### config.mk
export PLATFORM = sky130hd
export DESIGN_NAME = ubc_cmd_seq
export DESIGN_NICKNAME = d
export VERILOG_FILES = /design/src/rtl/ubc_cmd_seq.sv
export SDC_FILE = /design/constraint.sdc
export NUM_CORES = 1
export LEC_CHECK = 0
export ABC_AREA = 1
export ABC_CLOCK_PERIOD_IN_PS = 3100
export BUFFER_PORTS_ARGS = -buffer_cell sky130_fd_sc_hd__buf_2
export CORE_ASPECT_RATIO = 1.1
export CORE_MARGIN = 5
export CORE_UTILIZATION = 40
export DETAILED_ROUTE_END_ITERATION = 7
export PLACE_DENSITY_LB_ADDON = 0.3
export SLEW_MARGIN = 20
export SYNTH_ARGS = -nofsm -noshare
export SYNTH_HDL_FRONTEND = slang
export SYNTH_SLANG_ARGS = --single-unit
### constraint.sdc
create_clock -name clk -period 3.1 [get_ports clk]
set_input_delay 0.31 -clock clk [delete_from_list [all_inputs] [get_ports clk]]
set_output_delay 0.31 -clock clk [all_outputs]
set_load 0.005 [all_outputs]
### src/rtl/ubc_cmd_seq.sv
`default_nettype none
// ============================================================================
// Module   : ubc_cmd_seq
// Purpose  : Command sequencer driving ubc go_data/load/enable/inc for
//            LOAD / UP / DOWN / HOLD commands of bounded cycle length.
// Revision : 1.0 - initial release
// ============================================================================
module ubc_cmd_seq #(
    parameter int W  = 4,
    parameter int CW = 8
) (
    input  logic          clk,
    input  logic          reset,
    input  logic          cmd_valid,
    output logic          cmd_ready,
    input  logic [1:0]    cmd_op,
    input  logic [CW-1:0] cmd_arg,
    input  logic          abort,
    output logic [W-1:0]  go_data,
    output logic          load,
    output logic          enable,
    output logic          inc,
    output logic          busy,
    output logic          done,
    output logic          aborted
);

    localparam logic [1:0] ST_IDLE = 2'd0;
    localparam logic [1:0] ST_LOAD = 2'd1;
    localparam logic [1:0] ST_RUN  = 2'd2;
    localparam logic [1:0] ST_DONE = 2'd3;

    localparam logic [1:0] OP_LOAD = 2'b00;
    localparam logic [1:0] OP_UP   = 2'b01;
    localparam logic [1:0] OP_HOLD = 2'b11;

    logic [1:0]    state_q, state_d;
    logic [CW-1:0] cnt_q, cnt_d;
    logic [1:0]    op_q, op_d;
    logic [W-1:0]  go_data_q, go_data_d;
    logic          abort_q, abort_d;

    always_comb begin
        state_d   = state_q;
        cnt_d     = cnt_q;
        op_d      = op_q;
        go_data_d = go_data_q;
        abort_d   = abort_q;
        case (state_q)
            ST_IDLE: begin
                if (cmd_valid) begin
                    op_d  = cmd_op;
                    cnt_d = cmd_arg;
                    if (cmd_op == OP_LOAD) begin
                        // go_data is registered here so it is already valid in LOAD
                        go_data_d = cmd_arg[W-1:0];
                        state_d   = ST_LOAD;
                    end else if (cmd_arg == '0) begin
                        state_d = ST_DONE;
                    end else begin
                        state_d = ST_RUN;
                    end
                end
            end
            ST_LOAD: state_d = ST_DONE;
            ST_RUN: begin
                cnt_d = cnt_q - 1'b1;
                if (abort) begin
                    abort_d = 1'b1;
                    state_d = ST_DONE;
                end else if (cnt_q == CW'(1)) begin
                    state_d = ST_DONE;
                end
            end
            ST_DONE: begin
                abort_d = 1'b0;
                state_d = ST_IDLE;
            end
            default: state_d = ST_IDLE;
        endcase
    end

    always_ff @(posedge clk or posedge reset) begin
        if (reset) begin
            state_q   <= ST_IDLE;
            cnt_q     <= '0;
            op_q      <= 2'b00;
            go_data_q <= '0;
            abort_q   <= 1'b0;
        end else begin
            state_q   <= state_d;
            cnt_q     <= cnt_d;
            op_q      <= op_d;
            go_data_q <= go_data_d;
            abort_q   <= abort_d;
        end
    end

    assign cmd_ready = (state_q == ST_IDLE);
    assign busy      = (state_q != ST_IDLE);
    assign load      = (state_q == ST_LOAD);
    assign enable    = (state_q == ST_RUN) && (op_q != OP_HOLD);
    assign inc       = (state_q == ST_RUN) && (op_q == OP_UP);
    assign done      = (state_q == ST_DONE);
    assign aborted   = (state_q == ST_DONE) && abort_q;
    assign go_data   = go_data_q;

endmodule
`default_nettype wire

==> results.yml <==
outcome:
  status: "finished, final reports clean"
logic_synthesis:
  synth_edf_count: 0
  async_reset_ff_frac: 1.00
  syn_area_per_cell_sq_um: 7.09
  ys_warn_count: 0
  seq_area_frac_synth: 0.389
  syn_inst: 154
  synth_most_common_cell: "nand2_1"
  synth_seq_cells: 17
  synthFlopType: "dfrtp_1"
  synth.area.top_cells: "dfrtp_1 (39%), nand2_1 (14%), nor2_1 (8.9%)"
  ys_top_cells_by_count: "nand2_1 (41), nor2_1 (26), inv_1 (23)"
  ys_types: 19
  netlist_area_sq_mm: 0.00109
  synthDominantCellAreaShare: 0.389
  yosys.area.top_type: "dfrtp_1"
  synth_fp_nets: 175
sta:
  fin_tns_setup_ps: 0
  finClkSkew_ps: 12.3
  final.min_clock_period_ps: 2120
  rsz0062_at_grt: "no"
  worstMarginPinSlew_ps: 655
  fin_ws_ps: 982
  fin_crit_sh: 0.683
  max_slew_margin: 0.563
  setup_viol: 0
  fmax_mhz: 472
  hold_viol_final: 0
  finalMaxSlewViolations: 0
setup_path:
  crit_family: "adder cells"
  critical_path.slowest_cell: "ha_1"
  worst-setup-path-type: "reg -> out"
  rr_worst_depth: 8
  path_cells: "inv_1, ha_1, inv_2, a21oi_1, buf_2"
  crit_required_ps: 2790
  startpoint_type: "flip-flop"
  critPathMaxStageDelay_ps: 510
  crit_cells: 5
  endpoint_kind: "output port"
  crit_fanout: 16
  crit_arrival_ps: 1810
  worst-path-buf-inv: 3
placed_design:
  place_congestion: 0.843
  dp_slack_ps: 1190
  port_buffers: 24
  hpwl_mm: 1.99
grt:
  grt_antenna_before_repair: 0
  grt_first_pass_wirelength_mm: 4.39
  grt_usage: 0.146
  grt_pass1_vias: 1062
  overflow: 0
  grt_max_degree: 18
clock_tree:
  clockBufferDepth: 2
  cts_buffers: 3
  cts_hold_buffers: 0
  cts_resized: 0
  htreeDepth: 1
  cts_root_buffer: "clkbuf_4"
  insertion_delay_ps: 300
  path_clk_slew_ps: 110
  cts_setup_buffers: 0
  cts_num_sinks: 17
  cts_tree: "yes"
flow_run:
  drv_cap: 0
detailed_routing:
  drtIter0Drc: 40
  num_vias: 1064
  wl_per_cell_um: 11.7
  drt_pre_antenna_iters: 4
  antenna_left: 0
  vias_per_cell: 5.02
  routed_wl_mm: 2.48
  route.detailed.drc: 0
floorplan:
  die_y_um: 64.8
  die_x_um: 59.8
  start_util: 0.425
  coreArea_sq_mm: 0.00257
  die-area_sq_mm: 0.00388
  rows: 19
  ios: 25
hold_path:
  hp-class: "in -> async"
power:
  fin_total_pwr_mw: 1.24
  vdd_ir_drop_max_v: 0.000586
  p_leak_nw: 0.712
  power.density_mw_per_mm2: 970
cells_and_area:
  drive_gt1_frac: 0.199
  diodes: 0
  fin_util: 0.497
  nNetsFinal: 203
  areaGrowthSynthToFinish_pct: 16.8
==> worst paths after layout <==
kind                                         from                     end  slack, ps
min                                         reset     op_q[0]$_DFFE_PP0N_         80
min reg2reg                go_data[3]$_DFFE_PP0P_  go_data[3]$_DFFE_PP0P_        500
max in group asynchronous                   reset    cnt_q[5]$_DFFE_PP0P_       2590
min in group clk                       cmd_arg[1]  go_data[1]$_DFFE_PP0P_        270
max                        state_q[0]$_DFFE_PP0P_                  enable        980
max reg2reg                state_q[0]$_DFFE_PP0P_  state_q[0]$_DFFE_PP0P_       1170
==> placed cells by master, fill, tap and decap left out <==
cell type,netlist,layout
clkbuf_4,0,3
or2_1,1,1
nand3_2,1,1
nor2_1,26,26
clkinvlp_4,0,1
dfrtp_1,17,17
o21ai_0,16,16
a21oi_1,2,2
inv_1,23,23
nand3_1,6,6
buf_2,1,24
o211ai_1,2,2
ha_1,7,7
nand2_1,41,41
inv_2,2,2
o21ai_4,1,1
nand4_1,1,1
o21bai_2,1,1
nand2_2,1,1
mux2_2,2,2
o21ai_1,3,3
==> state kept, by name, summed over array words and instances, names as in the netlist <==
signal / cells
op_q: 2
go_data: 4
abort_q: 1
cnt_q: 8
state_q: 2
==> metal layers <==
layer / wire [um] / GRT usage
met3: 154 / 0.0317
met5: 0 / 0
met2: 1170 / 0.234
met4: 27 / 0.0609
met1: 1120 / 0.186
==> power by group <==
part / switching, mW / internal, mW
logic: 0.419 / 0.266
clock network: 0.0746 / 0.0492
registers: 0.0941 / 0.335
==> per-stage QoR <==
step / instances / area (sq um) / hold slack (ps)
2_1_floorplan: 154 / 1090 / 236
3_3_place_gp: 208 / 1250 / 442
3_5_place_dp: 208 / 1250 / 442
4_1_cts: 212 / 1280 / 103
5_1_grt: 212 / 1280 / 136
6_report: 212 / 1280 / 75.8
==> layout make-up <==
cell class | instances | area, sq um
inverters | 25 | 93.8
well taps | 31 | 38.8
multi-input cells | 111 | 568
fillers | 255 | 1290
repair buffers | 24 | 120
clock inverters | 1 | 7.51
clock buffers | 3 | 22.5
flip-flops and latches | 17 | 425
==> worst reg2reg max path: stages, from the launching register on <==
cell and delay, ps:
dfrtp_1 420, inv_1 130, ha_1 510, inv_2 190
or2_1 290, nor2_1 130, nor2_1 60, nand2_1 60
nand2_1 40
==> cell families after synthesis <==
| kind of cell | count (synthesis) | share of synthesized area |
|---|---|---|
| flops | 17 | 0.389 |
| simple gates | 77 | 0.284 |
| fa+ha+maj | 7 | 0.0802 |
| buf+inv | 26 | 0.0905 |
| mux | 2 | 0.0206 |
| compound gates | 25 | 0.135 |
Note: power is estimated with default switching activity, not from simulation.
